<file path="src/rtl/test_mon_pkg.sv">
// rtl/test_mon_pkg.sv - shared types and constants for the test monitor
package test_mon_pkg;

    typedef enum logic [1:0] {
        HOLD,
        RUN,
        DONE
    } state_e;

    typedef enum logic [1:0] {
        ACTIVE,
        PASSED,
        FAILED,
        STALLED
    } hart_status_e;

    localparam int TOHOST_PASS = 1;

endpackage

</file>
<file path="src/rtl/hart_monitor.sv">
// rtl/hart_monitor.sv - per-hart tohost decode, passed flag and idle watchdog
// Idle watchdog built only when TEST_MON_STALL_DETECT_EN is defined.
module hart_monitor
    import test_mon_pkg::*;
#(
    parameter int              ADDR_W      = 32,
    parameter int              DATA_W      = 32,
    parameter int              CNT_W       = 32,
    parameter int              STALL_LIMIT = 64,
    parameter logic [ADDR_W-1:0] TOHOST_ADDR = ADDR_W'(32'h0000_1000)
) (
    input  logic              clk,
    input  logic              reset,
    input  logic              run,
    input  logic              retire_valid,
    input  logic              st_valid,
    input  logic [ADDR_W-1:0] st_addr,
    input  logic [DATA_W-1:0] st_data,
    output hart_status_e      status,
    output logic [DATA_W-1:0] fail_code
);

    logic passed_q, passed_d;
    logic tohost_hit, pass_hit, fail_hit, stall_hit;

    // A hart that has already passed no longer influences the verdict.
    always_comb begin
        tohost_hit = run && !passed_q && st_valid && (st_addr == TOHOST_ADDR);
        pass_hit   = tohost_hit && (st_data == DATA_W'(TOHOST_PASS));
        fail_hit   = tohost_hit && st_data[0] && !pass_hit;
        passed_d   = passed_q | pass_hit;
    end

`ifdef TEST_MON_STALL_DETECT_EN
    logic [CNT_W-1:0] idle_q, idle_d;

    always_comb begin
        idle_d = idle_q;
        if (run) begin
            if (retire_valid) begin
                idle_d = '0;
            end else if (idle_q != {CNT_W{1'b1}}) begin
                idle_d = idle_q + 1'b1;
            end
        end
        stall_hit = run && !passed_q && (idle_q >= CNT_W'(STALL_LIMIT));
    end

    always_ff @(posedge clk) begin
        if (reset) begin
            idle_q <= '0;
        end else begin
            idle_q <= idle_d;
        end
    end
`else
    localparam int unused_stall_cfg = STALL_LIMIT + CNT_W;
    logic unused_retire;
    assign unused_retire = retire_valid;
    assign stall_hit     = 1'b0;
`endif

    always_comb begin
        status = ACTIVE;
        if (fail_hit) begin
            status = FAILED;
        end else if (stall_hit) begin
            status = STALLED;
        end else if (passed_d) begin
            status = PASSED;
        end
        fail_code = fail_hit ? (st_data >> 1) : '0;
    end

    always_ff @(posedge clk) begin
        if (reset) begin
            passed_q <= 1'b0;
        end else begin
            passed_q <= passed_d;
        end
    end

endmodule

</file>
<file path="config.mk">
export PLATFORM = sky130hd
export DESIGN_NAME = hart_monitor
export DESIGN_NICKNAME = d
export VERILOG_FILES = /design/src/rtl/test_mon_pkg.sv /design/src/rtl/hart_monitor.sv
export SDC_FILE = /design/constraint.sdc
export NUM_CORES = 1
export LEC_CHECK = 0
export CAP_MARGIN = 20
export CELL_PAD_IN_SITES_DETAIL_PLACEMENT = 0
export CELL_PAD_IN_SITES_GLOBAL_PLACEMENT = 2
export CORE_AREA = 5 5 92 94
export CTS_CLUSTER_SIZE = 8
export DETAILED_ROUTE_END_ITERATION = 6
export DIE_AREA = 0 0 97 99
export PLACE_DENSITY_LB_ADDON = 0.1
export SKIP_CTS_REPAIR_TIMING = 1
export SLEW_MARGIN = 40
export SYNTH_ARGS = -nofsm -noshare
export SYNTH_HDL_FRONTEND = slang
export SYNTH_SLANG_ARGS = --single-unit
</file>
<file path="constraint.sdc">
create_clock -name clk -period 3 [get_ports clk]
set_input_delay 0.75 -clock clk [delete_from_list [all_inputs] [get_ports clk]]
set_output_delay 0.75 -clock clk [all_outputs]
set_load 0.005 [all_outputs]
</file>
## Word-level counts from Yosys, hierarchy flattened

Cells that the tools add are included.

| operators by class | value |
|---|---|
| multiplexer cells | 3 |
| equality and inequality tests | 2 |
| reductions and logical operators | 8 |
| bitwise operators | 1 |

Operator list:

| kind | number |
|---|---|
| == test 32 x 1 -> 1 bit (second input constant) | 1 |
| == test 32 x 13 -> 1 bit (second input constant) | 1 |
| 2-to-1 mux 31 bit | 1 |
| logical AND 1 bit | 6 |
| logical NOT 1 bit | 2 |
| 2-to-1 mux 2 bit | 1 |
| 2-to-1 mux 1 bit | 1 |
| OR 1 bit | 1 |

| word-level totals | value |
|---|---|
| bits in registers | 1 |
| bits of input ports | 69 |
| output and inout bits | 34 |

## Logic depth before layout (Yosys ltp)

| logic depth | value |
|---|---|
| depth after elaboration | 8 |
| depth in mapped cells | 7 |
| depth with buffers taken out | 4 |

## Least setup slack after synthesis

Ideal clock, no wire load.

| timing | value |
|---|---|
| kind | input port to output port |
| start | input st_addr[26] |
| end | output status[1] |
| buffers on the path | 3 |
| stages | 7 |
| path slack | 259 ps |
| data arrival time | 1,991 ps |
| required time | 2,250 ps |
| cells stage by stage | nor4b_1 -> nand4_1 -> or3_1 -> buf_6 -> buf_8 -> nor2_1 -> buf_4 |

| on the way | value |
|---|---|
| longest elaborated chain between the ends | 6 |
| elaborated cells on any way between the ends | 7 |
| classes of those cells | eq/ne (1); mux (1); reduce/logical (5) |

Ends and longest elaborated chain:

| item | RTL line | text |
|---|---|---|
| start: declaration | hart_monitor.sv:17 | `input logic [ADDR_W-1:0] st_addr,` |
| == test 32 x 13 -> 1 bit (*) | hart_monitor.sv:28 | `tohost_hit = run && !passed_q && st_valid && (st_addr == TOHOST_ADDR);` |
| logical AND 1 bit (*) | hart_monitor.sv:28 |  |
| logical AND 1 bit | hart_monitor.sv:29 | `pass_hit = tohost_hit && (st_data == DATA_W'(TOHOST_PASS));` |
| logical NOT 1 bit | hart_monitor.sv:30 | `fail_hit = tohost_hit && st_data[0] && !pass_hit;` |
| logical AND 1 bit (*) | hart_monitor.sv:30 |  |
| net fail_hit | hart_monitor.sv:24 | `logic tohost_hit, pass_hit, fail_hit, stall_hit;` |
| 2-to-1 mux 2 bit (*) | hart_monitor.sv:65 | `if (fail_hit) begin` |
| end: declaration | hart_monitor.sv:19 | `output hart_status_e status,` |

The timed path passes the listed nets; every way through them passes the cells marked *.

## Final worst setup path

| timing | value |
|---|---|
| start | input st_addr[18] |
| end | output fail_code[7] |

| on the way | value |
|---|---|
| longest elaborated chain between the ends | 6 |
| elaborated cells on any way between the ends | 7 |
| classes of those cells | eq/ne (1); mux (1); reduce/logical (5) |

Ends and longest elaborated chain:

| item | RTL line | text |
|---|---|---|
| == test 32 x 13 -> 1 bit (*) | hart_monitor.sv:28 |  |
| logical AND 1 bit (*) | hart_monitor.sv:28 |  |
| logical AND 1 bit | hart_monitor.sv:29 |  |
| logical NOT 1 bit | hart_monitor.sv:30 |  |
| logical AND 1 bit (*) | hart_monitor.sv:30 |  |
| 2-to-1 mux 31 bit (*) | hart_monitor.sv:72 | `fail_code = fail_hit ? (st_data >> 1) : '0;` |
| end: declaration | hart_monitor.sv:20 | `output logic [DATA_W-1:0] fail_code` |

Mark *: on every way between the ends. The rest lies on a longest branch, timed or not.

==> summary.txt <==
Synth
  – Mapped Cells: between 100 and 150
  – Synth top cells by count: inv_1, nor3_2, nor4_1
  – Top-count cell post-synth: inv_1
  – Syn Nets: 171
  – Unique masters post-synth: 21
  – Post-synth EDFFs: 0
  – Post-Syn Area: between 700 and 800 um^2
  – Sequential area share after synthesis: 2.74%
  – Synthesized flop and latch total: 1
  – Synth top area share: 35.6%
  – Synth async-reset ratio: 0%
  – Syn avg cell area: around 7 um^2
  – Most common flop cell mapped by yosys: dfxtp_1
  – Top cells by area, synth: nor3_2, inv_1, nor4_1
  – Synth Warn #: 0
  – Cell taking the most area after synthesis: nor3_2

Layout
  – # nets final: around 290
  – Area Overhead vs Synth: 212%
  – Largest Register: passed_q
  – Reg area: approximately 20 um^2
  – ANT cells: 0
  – Share of layout cells above drive strength 1: 57.0%
  – Multi-input gate area: between 700 and 800 um^2
  – Top Registers: passed_q (1)
  – Fillcell total: roughly 800
  – Final Non-Filler Cells: roughly 330
  – Largest register FFs: 1

Worst setup path
  – Max stage delay on crit path: slightly above 400 ps
  – Startpoint types: primary input
  – Crit Path Max Fanout: 5
  – Crit path max-delay family: simple AND/OR/NAND/NOR gates
  – Crit-path cells: buf_6 -> nor4_4 -> nand3_1 -> or3_4 -> buf_6 -> buf_6 -> clkbuf_16 -> buf_12 -> nor3_2 -> buf_2
  – Crit path required time: 2250 ps
  – Worst path slowest cell: or3_4
  – Arrival @ worst endpoint: 2450 ps
  – Crit path top cell by count: buf_6
  – CP bufs+invs: 6
  – Setup CP Type: primary input to output port
  – Critical Path Sink Type: output port

Global route
  – Initial antenna violation count: 0
  – GRT Resource Usage Total: 6.67%
  – Global-route wire length before repair: between 5000 and 6000 um
  – Vias in the first global route: about 1,200
  – Largest net degree at the start of global routing: 27
  – Grt total ovfl: 0

Timing
  – Pins Over Slew Limit: 0
  – Final Hold Viols: 0
  – Post-route minimum period: 3200 ps
  – Worst setup margin: -197 ps
  – RSZ-0062 raised after global routing: yes
  – Post-route clock skew: 0 ps
  – Max Fclk: approximately 0.31 GHz
  – Final period utilization: 107%
  – Number of failing setup endpoints in the final timing report: 12

Power and ir drop
  – Leakage: around 0.0014 uW
  – Comb power frac: around 92%
  – Sw frac: around 38%
  – P_int: roughly 110 uW
  – Clock group share of total power: 0%
  – Maximum VDD drop: roughly 0.044 mV
  – Share of power burned in registers: under 10%
  – Cell area power density: approximately 76 nW/um^2
  – Net Sw Power: 65.2 uW

Floorplan
  – Die ar.: just under 10,000 um^2
  – Chip width: 97 um
  – Overall die height: between 90 and 100 um
  – I/O pins: ~100
  – Row count: 32
  – Initial Utilization: around a tenth
  – Core area: ~7600 um^2

Clock tree
  – Worst-skew pair later-pin latency: 0 ps
  – Worst-path clk slew: 0 ps

Place
  – Post-DP HPWL: 3190 um
  – Port Buffer Count: 100
  – Dpl ws: -913 ps
  – Placed Cells: 308
  – GP Congestion: roughly 0.7

Routing
  – Routed Antenna Nets: 0
  – Post-Route WL: about 4600 um
  – Via count: 1,207
  – Drt drc: 0
  – Vias per cell: 3.71
  – TritonRoute pass-1 iters: 3
  – Routed WL per cell: 14.0 um
  – 1st-iter DRT viols: 17

Hold path
  – Tightest Hold Check Type: flop to flop

Outcome
  – Status: finished with violations
  – Failing checks: setup timing

Job
  – Max_cap viols: 0
## layout by cell type (no fill, tap or decap)
cell type,count
conb_1,1
dfxtp_1,1
dlymetal6s2s_1,52
inv_1,32
buf_8,1
nor4_4,3
nor2_1,1
nand4_1,3
buf_12,4
nand2_1,1
nor3_2,22
nand3_1,1
o22ai_2,1
nor4_1,1
or3_1,1
clkdlybuf4s50_1,1
clkbuf_2,14
buf_2,30
nor3_4,10
buf_6,9
nor4_2,8
or3_4,1
o21ai_4,1
nor4b_2,1
nor4b_4,3
clkbuf_16,4
o31ai_1,1
buf_4,15
## cell families (layout without fill, tap and decap cells)
family / after synthesis / in the layout / share of synthesized area (%)
buffers and inverters: 41 / 162 / 29.6
other: 1 / 1 / 0.512
DFF: 1 / 1 / 2.74
AOI/OAI and AO/OA: 3 / 3 / 3.42
and+or+nand+nor: 56 / 56 / 63.8
## per-layer routing
metal | vias to the layer above | GRT usage [%] | part of all wire [%]
li1 | 588 | - | -
met1 | 553 | 7.28 | 39
met2 | 64 | 13.9 | 54
met3 | 2 | 1.34 | 6.8
met4 | 0 | 0 | 0.53
met5 | - | 0 | 0
## worst min-delay path: cells and delay by family (launching register included)
kind / cells / cell delay [ps]
DFF: 1 / 310
buffers and inverters: 1 / 90
AOI/OAI and AO/OA: 1 / 80
## worst paths after layout
| path | start | end | slack, ps | depth (start not counted) |
|---|---|---|---|---|
| worst max-delay path | st_addr[18] | fail_code[7] | -200 | 10 |
| worst min-delay path | passed_q$_SDFF_PP0_ | passed_q$_SDFF_PP0_ | 540 | 2 |
| worst max register to register | passed_q$_SDFF_PP0_ | passed_q$_SDFF_PP0_ | 1000 | 10 |
| worst min register to register | passed_q$_SDFF_PP0_ | passed_q$_SDFF_PP0_ | 540 | 2 |
## layout make-up
type / instances / share of cell area [%]
multi-input combinational: 60 / 31.9
tap: 102 / 5.58
timing repair buffer: 130 / 56.4
inverter: 32 / 5.25
sequential: 1 / 0.876
## metrics by stage
stage	setup TNS, ps	hold slack [ps]	utilization (%)	total power (uW)	instance area [um^2]
floorplan	0	484	-	41.8	732
global placement	-28050	514	25.1	148	1900
detailed placement	-28920	518	25.1	149	1900
CTS	-29030	518	25.1	150	1900
global route	-3760	577	30.2	184	2290
finish	-1690	545	30.2	173	2290
## power groups by stage
| stage | registers, uW | logic [uW] | clock network (uW) |
|---|---|---|---|
| 2_1_floorplan | 13.6 | 28.2 | 0 |
| 3_3_place_gp | 13.6 | 135 | 0 |
| 3_5_place_dp | 13.6 | 136 | 0 |
| 4_1_cts | 13.6 | 137 | 0 |
| 5_1_grt | 13.6 | 171 | 0 |
| 6_report | 13.6 | 159 | 0 |
Power figures use the tool's default switching activity.
